[config.mk]
export PLATFORM = sky130hd
export DESIGN_NAME = ram_arbiter
export DESIGN_NICKNAME = d
export VERILOG_FILES = /design/src/rtl/ram_arbiter.sv
export SDC_FILE = /design/constraint.sdc
export NUM_CORES = 1
export LEC_CHECK = 0
export BUFFER_PORTS_ARGS = -buffer_cell sky130_fd_sc_hd__buf_2
export CAP_MARGIN = 20
export CORE_MARGIN = 2
export CORE_UTILIZATION = 32
export CTS_BUF_LIST = sky130_fd_sc_hd__clkbuf_4 sky130_fd_sc_hd__clkbuf_8 sky130_fd_sc_hd__clkbuf_16
export CTS_CLUSTER_DIAMETER = 80
export DETAILED_ROUTE_END_ITERATION = 10
export GPL_ROUTABILITY_DRIVEN = 0
export PLACE_DENSITY = 0.71
export SYNTH_ARGS = -nofsm -noshare
export SYNTH_HDL_FRONTEND = slang
export SYNTH_SLANG_ARGS = --single-unit
[constraint.sdc]
create_clock -name clk -period 3.3 [get_ports clk]
set_input_delay 0.33 -clock clk [delete_from_list [all_inputs] [get_ports clk]]
set_output_delay 0.33 -clock clk [all_outputs]
set_load 0.005 [all_outputs]
[src/rtl/ram_arbiter.sv]
// ram_arbiter: shares one single-port RAM between the CPU and a loader port.
// Round-robin grant, bounded loader bursts, per-owner tagged read return.
module ram_arbiter #(
  parameter int AW        = 8,
  parameter int DW        = 8,
  parameter int MAX_BURST = 4
) (
  input  logic          clk,
  input  logic          rst,
  input  logic          cpu_req,
  input  logic          cpu_we,
  input  logic [AW-1:0] cpu_addr,
  input  logic [DW-1:0] cpu_wdata,
  output logic          cpu_gnt,
  output logic          cpu_rvalid,
  output logic [DW-1:0] cpu_rdata,
  input  logic          ld_req,
  input  logic          ld_we,
  input  logic [AW-1:0] ld_addr,
  input  logic [DW-1:0] ld_wdata,
  input  logic          ld_lock,
  output logic          ld_gnt,
  output logic          ld_rvalid,
  output logic [DW-1:0] ld_rdata,
  output logic [AW-1:0] ram_addr,
  output logic [DW-1:0] ram_wdata,
  output logic          ram_rden,
  output logic          ram_wren,
  input  logic [DW-1:0] ram_rdata,
  output logic          last_owner,
  output logic [7:0]    cpu_stall_cnt
);

  typedef enum logic {
    OWN_CPU = 1'b0,
    OWN_LD  = 1'b1
  } owner_e;

  localparam logic [3:0] BURST_LIM = 4'(MAX_BURST);

  owner_e        last_q;
  owner_e        tag_owner;
  logic          tag_valid;
  logic [3:0]    burst_cnt;
  logic [DW-1:0] cpu_hold;
  logic [DW-1:0] ld_hold;
  logic [7:0]    stall_q;
  logic          lock_ok;

  // Loader may keep the RAM only after it already owns it and budget remains.
  assign lock_ok = ld_lock
                && (last_q == OWN_LD)
                && (burst_cnt < BURST_LIM);

  always_comb begin
    cpu_gnt = 1'b0;
    ld_gnt  = 1'b0;
    if (!rst) begin
      unique case (1'b1)
        cpu_req && !ld_req: cpu_gnt = 1'b1;
        ld_req && !cpu_req: ld_gnt  = 1'b1;
        cpu_req && ld_req: begin
          if (lock_ok || last_q == OWN_CPU) ld_gnt = 1'b1;
          else cpu_gnt = 1'b1;
        end
        default: ;
      endcase
    end
  end

  always_comb begin
    ram_addr  = '0;
    ram_wdata = '0;
    ram_rden  = 1'b0;
    ram_wren  = 1'b0;
    if (cpu_gnt) begin
      ram_addr  = cpu_addr;
      ram_wdata = cpu_wdata;
      ram_wren  = cpu_we;
      ram_rden  = !cpu_we;
    end else if (ld_gnt) begin
      ram_addr  = ld_addr;
      ram_wdata = ld_wdata;
      ram_wren  = ld_we;
      ram_rden  = !ld_we;
    end
  end

  always_ff @(posedge clk or posedge rst) begin
    if (rst) begin
      last_q    <= OWN_LD;
      burst_cnt <= 4'd0;
      tag_valid <= 1'b0;
      tag_owner <= OWN_CPU;
      cpu_hold  <= '0;
      ld_hold   <= '0;
      stall_q   <= 8'd0;
    end else begin
      if (cpu_gnt) last_q <= OWN_CPU;
      else if (ld_gnt) last_q <= OWN_LD;

      if (cpu_gnt || !ld_lock) burst_cnt <= 4'd0;
      else if (ld_gnt && cpu_req && burst_cnt < BURST_LIM)
        burst_cnt <= burst_cnt + 4'd1;

      tag_valid <= ram_rden;
      tag_owner <= ld_gnt ? OWN_LD : OWN_CPU;

      if (cpu_rvalid) cpu_hold <= ram_rdata;
      if (ld_rvalid) ld_hold <= ram_rdata;

      if (cpu_req && !cpu_gnt && stall_q != 8'hFF)
        stall_q <= stall_q + 8'd1;
    end
  end

  // RAM data arrives the cycle after the grant; pass it through while tagged.
  assign cpu_rvalid    = tag_valid && (tag_owner == OWN_CPU);
  assign ld_rvalid     = tag_valid && (tag_owner == OWN_LD);
  assign cpu_rdata     = cpu_rvalid ? ram_rdata : cpu_hold;
  assign ld_rdata      = ld_rvalid ? ram_rdata : ld_hold;
  assign last_owner    = last_q;
  assign cpu_stall_cnt = stall_q;

endmodule

==> results_dict.tcl, run 1 <==
set metrics [dict create \
    path_class "reg -> out" \
    wl_per_cell_um 12.7 \
    antenna_left 0 \
    holdCritPathClass "in -> async" \
    clockBufferDepth 2 \
    hold_violations 0 \
    relSlewSlack_pct 49.7 \
    worst_pin_slew_ns 0.752 \
    clk_pin_slew_ns 0.06 \
    cts_setup_buffers 0 \
    power_uw 1240 \
    routed_wl_mm 3.46 \
    drtIter0Drc 46 \
    ys_seq_area_share_pct 51.3 \
    fin_util_pct 45.6 \
    setup.worst_path.start_class "flip-flop" \
    power_density_mw_per_mm2 587 \
    io_pins 94 \
    htreeDepth 2 \
    mappedNetlistArea_mm2 0.00151 \
    drive_above_1_share_pct 57.3 \
    cts_resized 0 \
    min_period_ns 2.33 \
    drt-pass1-iter-count 4 \
    status "complete, no violations" \
    initial_core_util_pct 32.7 \
    ir_drop_v 0.000207 \
    setup_viol 0 \
    clock-skew-final_ns 0.00450 \
    grt_pass1_wl_mm 5.29 \
    std_cell_rows 25 \
    antenna_cells 0 \
    fmax_ghz 0.430 \
    vias_per_cell 4.81 \
    max_cap_violations 0 \
    yosys_warnings 0 \
    antenna_found_initial 0 \
    drc_errors 0 \
    syn-mean-instance-area_um2 12.4 \
    arrival_ns 2.00 \
    grt_pass1_vias 1187 \
    hold_buffers 0 \
    cts_tree "built" \
    slew_viol_final 0 \
    ys_seq_elements 31 \
    grt_overflow_total 0 \
    syn_nets 171 \
    clock-root-buffer "clkbuf_8" \
    endpoint_kind "output port" \
    die_x_um 72.8 \
    grt_max_degree 22 \
    gr-usage-all-layers_pct 12.8 \
    whs_ns 0.203 \
    fp.dieH_um 72.8 \
    num_vias 1309 \
    core_mm2 0.00463 \
    p_leak_uw 0.00112 \
    area_growth_pct 39.4 \
    ys_types 33 \
    io_buffer_count 93 \
    rsz0062_at_grt "no" \
    clock_latency_ns 0.27 \
    worstPathRequired_ns 2.97 \
    dieArea_mm2 0.00530 \
    hpwl_mm 2.81 \
    nets 267 \
    cp_max_fo 20 \
    setup_tns_ns 0 \
    syn_inst 122 \
    clock_sinks 31 \
    cts_buffers 5 \
    min_period_over_period_pct 70.5 \
]
final timing paths:
kind	startpoint	end	slack, ns	cells past startpoint
max in group asynchronous	rst	cpu_stall_cnt[3]$_DFFE_PP0P_	2.46	3
worst min register to register	cpu_stall_cnt[7]$_DFFE_PP0P_	cpu_stall_cnt[7]$_DFFE_PP0P_	0.49	1
worst max-delay path	burst_cnt[2]$_DFFE_PP0P_	ram_addr[1]	0.97	6
min in group clk	cpu_we	tag_valid$_DFF_PP0_	0.31	2
worst min-delay path	rst	cpu_stall_cnt[5]$_DFFE_PP0P_	0.20	2
worst max register to register	burst_cnt[2]$_DFFE_PP0P_	burst_cnt[0]$_DFFE_PP0P_	1.53	6
sequential cells by signal (all words and copies together) (netlist names):
name           cells
cpu_stall_cnt      8
tag_valid          1
last_owner         1
tag_owner          1
burst_cnt          4
ld_hold            8
cpu_hold           8
cells in the mapped netlist:
cell type / instances / area, µm²
nand3_1: 2 / 10.0
dfstp_2: 1 / 26.3
and3_2: 1 / 7.51
xor2_1: 8 / 70.1
clkbuf_1: 2 / 7.51
nor3b_1: 2 / 15.0
o31ai_4: 1 / 21.3
and4bb_1: 1 / 12.5
mux2_4: 1 / 15.0
buf_2: 1 / 5.00
nor3_2: 1 / 10.0
ha_1: 2 / 25.0
buf_6: 1 / 11.3
dfrtp_1: 30 / 751
o21a_1: 1 / 7.51
nand4_1: 1 / 6.26
mux2_2: 16 / 180
o2111ai_1: 1 / 8.76
nand2_1: 6 / 22.5
nand2b_1: 1 / 6.26
nand2b_4: 1 / 13.8
o21ai_0: 1 / 5.00
nor4_1: 3 / 18.8
inv_1: 5 / 18.8
buf_4: 1 / 7.51
mux2i_1: 1 / 10.0
nor2_1: 4 / 15.0
o21bai_1: 1 / 7.51
a22o_1: 17 / 149
nor2_2: 1 / 6.26
o21ba_2: 1 / 10.0
nor3_1: 3 / 15.0
nor2b_1: 3 / 18.8
power breakdown:
| part | internal [µW] | switching, µW |
|---|---|---|
| clock network | 163 | 127 |
| logic | 213 | 169 |
| registers | 492 | 73.8 |
critical path, cell delays in order, from the launching register on:
cell and delay, ns:
dfrtp_1 0.39, and4bb_1 0.27, nor3_1 0.18, nand2_1 0.10
inv_1 0.43, a22o_1 0.25, buf_2 0.12
final cells by class:
| class | instances | area (µm²) |
|---|---|---|
| clock buffers | 6 | 82.6 |
| clock inverters | 1 | 5.00 |
| well taps | 54 | 67.6 |
| fillers | 453 | 2520 |
| flip-flops and latches | 31 | 777 |
| repair buffers | 94 | 473 |
| inverters | 5 | 18.8 |
| multi-input cells | 81 | 687 |
cell usage in the layout, fill, tap and decap left out, types with 2 or more instances in the layout:
cell type / n
nor3b_1: 2
mux2_2: 16
nand2_1: 6
ha_1: 2
nor2_1: 4
nor3_1: 3
nor4_1: 3
xor2_1: 8
buf_2: 93
inv_1: 5
clkbuf_8: 6
nor2b_1: 3
a22o_1: 17
nand3_1: 2
dfrtp_1: 30
per-stage QoR:
| step | setup slack, ns | instance area, µm² | instances |
|---|---|---|---|
| 2_1_floorplan | 1.68 | 1510 | 122 |
| 3_3_place_gp | 1.21 | 2020 | 265 |
| 3_5_place_dp | 1.16 | 2020 | 265 |
| 4_1_cts | 0.928 | 2110 | 272 |
| 5_1_grt | 0.775 | 2110 | 272 |
| 6_report | 0.974 | 2110 | 272 |
cells by family after synthesis:
family,synth area share [%]
buffers and inverters,3.31
DFF,51.3
AOI/OAI and AO/OA,13.8
xor gates and xnor gates,4.63
and+or+nand+nor,11.7
muxes,13.6
adders and majority gates,1.65
routing by layer:
| metal | vias to the layer above | track usage, % | routed length [µm] | share of wire, % |
|---|---|---|---|---|
| met5 | - | 0 | 0 | 0 |
| met4 | 0 | 3.09 | 8 | 0.23 |
| met3 | 2 | 4.56 | 329 | 9.5 |
| met2 | 85 | 20.0 | 1560 | 45 |
| met1 | 589 | 17.1 | 1560 | 45 |
| li1 | 633 | - | - | - |
Power figures use the tool's default switching activity.
==> run 2, diff against run 1 <==
--- a/config.mk
+++ b/config.mk
@@ -13,7 +13,7 @@
 export CTS_CLUSTER_DIAMETER = 80
 export DETAILED_ROUTE_END_ITERATION = 10
 export GPL_ROUTABILITY_DRIVEN = 0
-export PLACE_DENSITY = 0.71
+export PLACE_DENSITY = 0.73
 export SYNTH_ARGS = -nofsm -noshare
 export SYNTH_HDL_FRONTEND = slang
 export SYNTH_SLANG_ARGS = --single-unit
==> constraint.sdc (replaced) <==
create_clock -name clk -period 2 [get_ports clk]
set_input_delay 0.2 -clock clk [delete_from_list [all_inputs] [get_ports clk]]
set_output_delay 0.2 -clock clk [all_outputs]
set_load 0.005 [all_outputs]
==> run 2 against run 1 <==
Compared with the run above:
- worst hold slack got worse by 0.043 ns
- setup slack lost 0.94 ns
- sequential power is 66% higher
- critical path depth is 2 higher
- clock-buffer cell count is the same
- sequential share of layout area fell by 1.6 points
- utilization rose by 2.1 points
- wire length rose by 5.9%
- clock power rose by 69%
- combinational power is 71% higher
- flip-flop and latch count is the same
- global-route usage up 0.65 points
==> results_dict.tcl, run 2 (same netlist as run 1, synthesis figures left out) <==
set metrics [dict create \
    drc_errors 0 \
    hold_violations 0 \
    fmax_ghz 0.509 \
    clockBufferDepth 2 \
    die_x_um 72.8 \
    r2r_slack_ns 0.30 \
    whs_path_depth 2 \
    antenna_left 0 \
    status "complete, no violations" \
    cp_max_fo 5 \
    dpl-instance-area_mm2 0.00205 \
    r2r_cells 5 \
    antenna_cells 0 \
    grt_max_degree 25 \
    p_int_uw 1450 \
    drt-pass1-iter-count 4 \
    setup_viol 0 \
    htreeDepth 2 \
    max_stage_delay_ns 0.54 \
    min_period_ns 1.97 \
    cp_common_cell "buf_2" \
    p_sw_share_pct 30.2 \
    critPathSlowestCell "dlygate4sd3_1" \
    setup_tns_ns 0 \
    nFillCells 427 \
    drtIter0Drc 39 \
    arrival_ns 1.77 \
    clock_sinks 31 \
    vias_per_cell 4.95 \
    ir_drop_v 0.000302 \
    nets 275 \
    holdCritPathClass "in -> reg" \
    setup.worst_path.start_class "input port" \
    p_comb_share_pct 31.5 \
    fp.dieH_um 72.8 \
    cp_cell_sequence "dlygate4sd3_1, buf_2, nor3_1, nand2_1, inv_2, clkbuf_16, a22o_1, buf_2" \
    endpoint_kind "output port" \
    cts_tree "built" \
    worstPathRequired_ns 1.80 \
    clock_latency_ns 0.28 \
    wl_per_cell_um 13.1 \
    path_class "in -> out" \
    grt_pass1_wl_mm 5.60 \
    grt_overflow_total 0 \
    relSlewSlack_pct 69.5 \
    drive_above_1_share_pct 59.3 \
    num_vias 1387 \
    fin_util_pct 47.7 \
    std_cell_rows 25 \
    gr-usage-all-layers_pct 13.5 \
    clockPowerShare_pct 23.5 \
    slew_viol_final 0 \
    seq_power_share_pct 45.0 \
    p_sw_uw 628 \
    rsz0062_at_grt "yes" \
    worst_pin_slew_ns 0.455 \
    whs_ns 0.160 \
    area_growth_pct 46.0 \
    final_cell_mix "buf_2 (93), dfrtp_1 (30), a22o_1 (17)" \
    min_period_over_period_pct 98.3 \
    finalInstanceArea_mm2 0.00221 \
    clock-root-buffer "clkbuf_8" \
    clk_pin_slew_ns 0.06 \
    p_leak_uw 0.00117 \
    hpwl_mm 2.83 \
    antenna_found_initial 0 \
    routed_wl_mm 3.66 \
    io_pins 94 \
    clock-skew-final_ns 0.00342 \
    power_density_mw_per_mm2 942 \
    dieArea_mm2 0.00530 \
    core_mm2 0.00463 \
    io_buffer_count 93 \
    max_cap_violations 0 \
    initial_core_util_pct 32.7 \
    grt_pass1_vias 1307 \
    cts_buffers 5 \
    final_common_cell "buf_2" \
]
## run 2: cell count changes in the layout (fill, tap and decap cells not counted)
cell           delta
nor2b_1           -1
inv_2             +1
buf_4             +4
clkbuf_16         +1
buf_12            +1
o21ai_1           +1
o21ai_0           -1
inv_1             -1
buf_6             +1
dlygate4sd3_1     +1
nor2b_2           +1
## run 2: cell type report
type / count / area, µm² / area share, %
Inverter: 5 / 18.8 / 0.849
Timing Repair Buffer: 102 / 569 / 25.8
Clock inverter: 1 / 5.00 / 0.227
Multi-Input combinational cell: 81 / 689 / 31.2
Sequential cell: 31 / 777 / 35.2
Tap cell: 54 / 67.6 / 3.06
Clock buffer: 6 / 82.6 / 3.74
## run 2: power groups by stage
| stage | clock network (µW) | registers [µW] | logic, µW |
|---|---|---|---|
| 2_1_floorplan | 0 | 934 | 336 |
| 3_3_place_gp | 0 | 941 | 633 |
| 3_5_place_dp | 0 | 950 | 647 |
| 4_1_cts | 502 | 939 | 654 |
| 5_1_grt | 527 | 960 | 733 |
| 6_report | 489 | 937 | 655 |
## run 2: worst paths after layout
path	startpoint	to
min in group asynchronous	rst	burst_cnt[2]$_DFFE_PP0P_
worst min-delay path	cpu_we	tag_valid$_DFF_PP0_
worst max-delay path	rst	ram_wdata[4]
worst max register to register	cpu_stall_cnt[0]$_DFFE_PP0P_	cpu_stall_cnt[1]$_DFFE_PP0P_
worst min register to register	cpu_hold[1]$_DFF_PP0_	cpu_hold[1]$_DFF_PP0_
max in group asynchronous	rst	cpu_hold[2]$_DFF_PP0_
## run 2: stage by stage
step / setup slack (ns) / std cells / power (µW)
floorplan: 0.435 / 122 / 1270
global placement: 0.301 / 269 / 1570
detailed placement: 0.277 / 269 / 1600
CTS: 0.0127 / 278 / 2090
global route: -0.0441 / 280 / 2220
finish: 0.0335 / 280 / 2080
## run 2: worst max-delay path: cells and delay by family
family          cells  cell delay, ns
buf+inv             5            1.11
simple gates        2            0.32
compound gates      1            0.13
## run 2: timing repair
item / CTS / global route
pin swaps: 1 / 6
resized for setup: 0 / 6
endpoints found under the setup margin: 17 / 18
buffers inserted: 1 / 0
hold buffers: 1 / 0
hold endpoints to repair: 6 / 0
gates cloned: 0 / 2
## run 2: metal layers
metal | share of wire, % | global-route usage, % | routed length, µm
met3 | 9.6 | 3.18 | 353
met2 | 46 | 22.7 | 1700
met1 | 42 | 16.7 | 1550
met5 | 0 | 0 | 0
met4 | 1.4 | 5.14 | 51
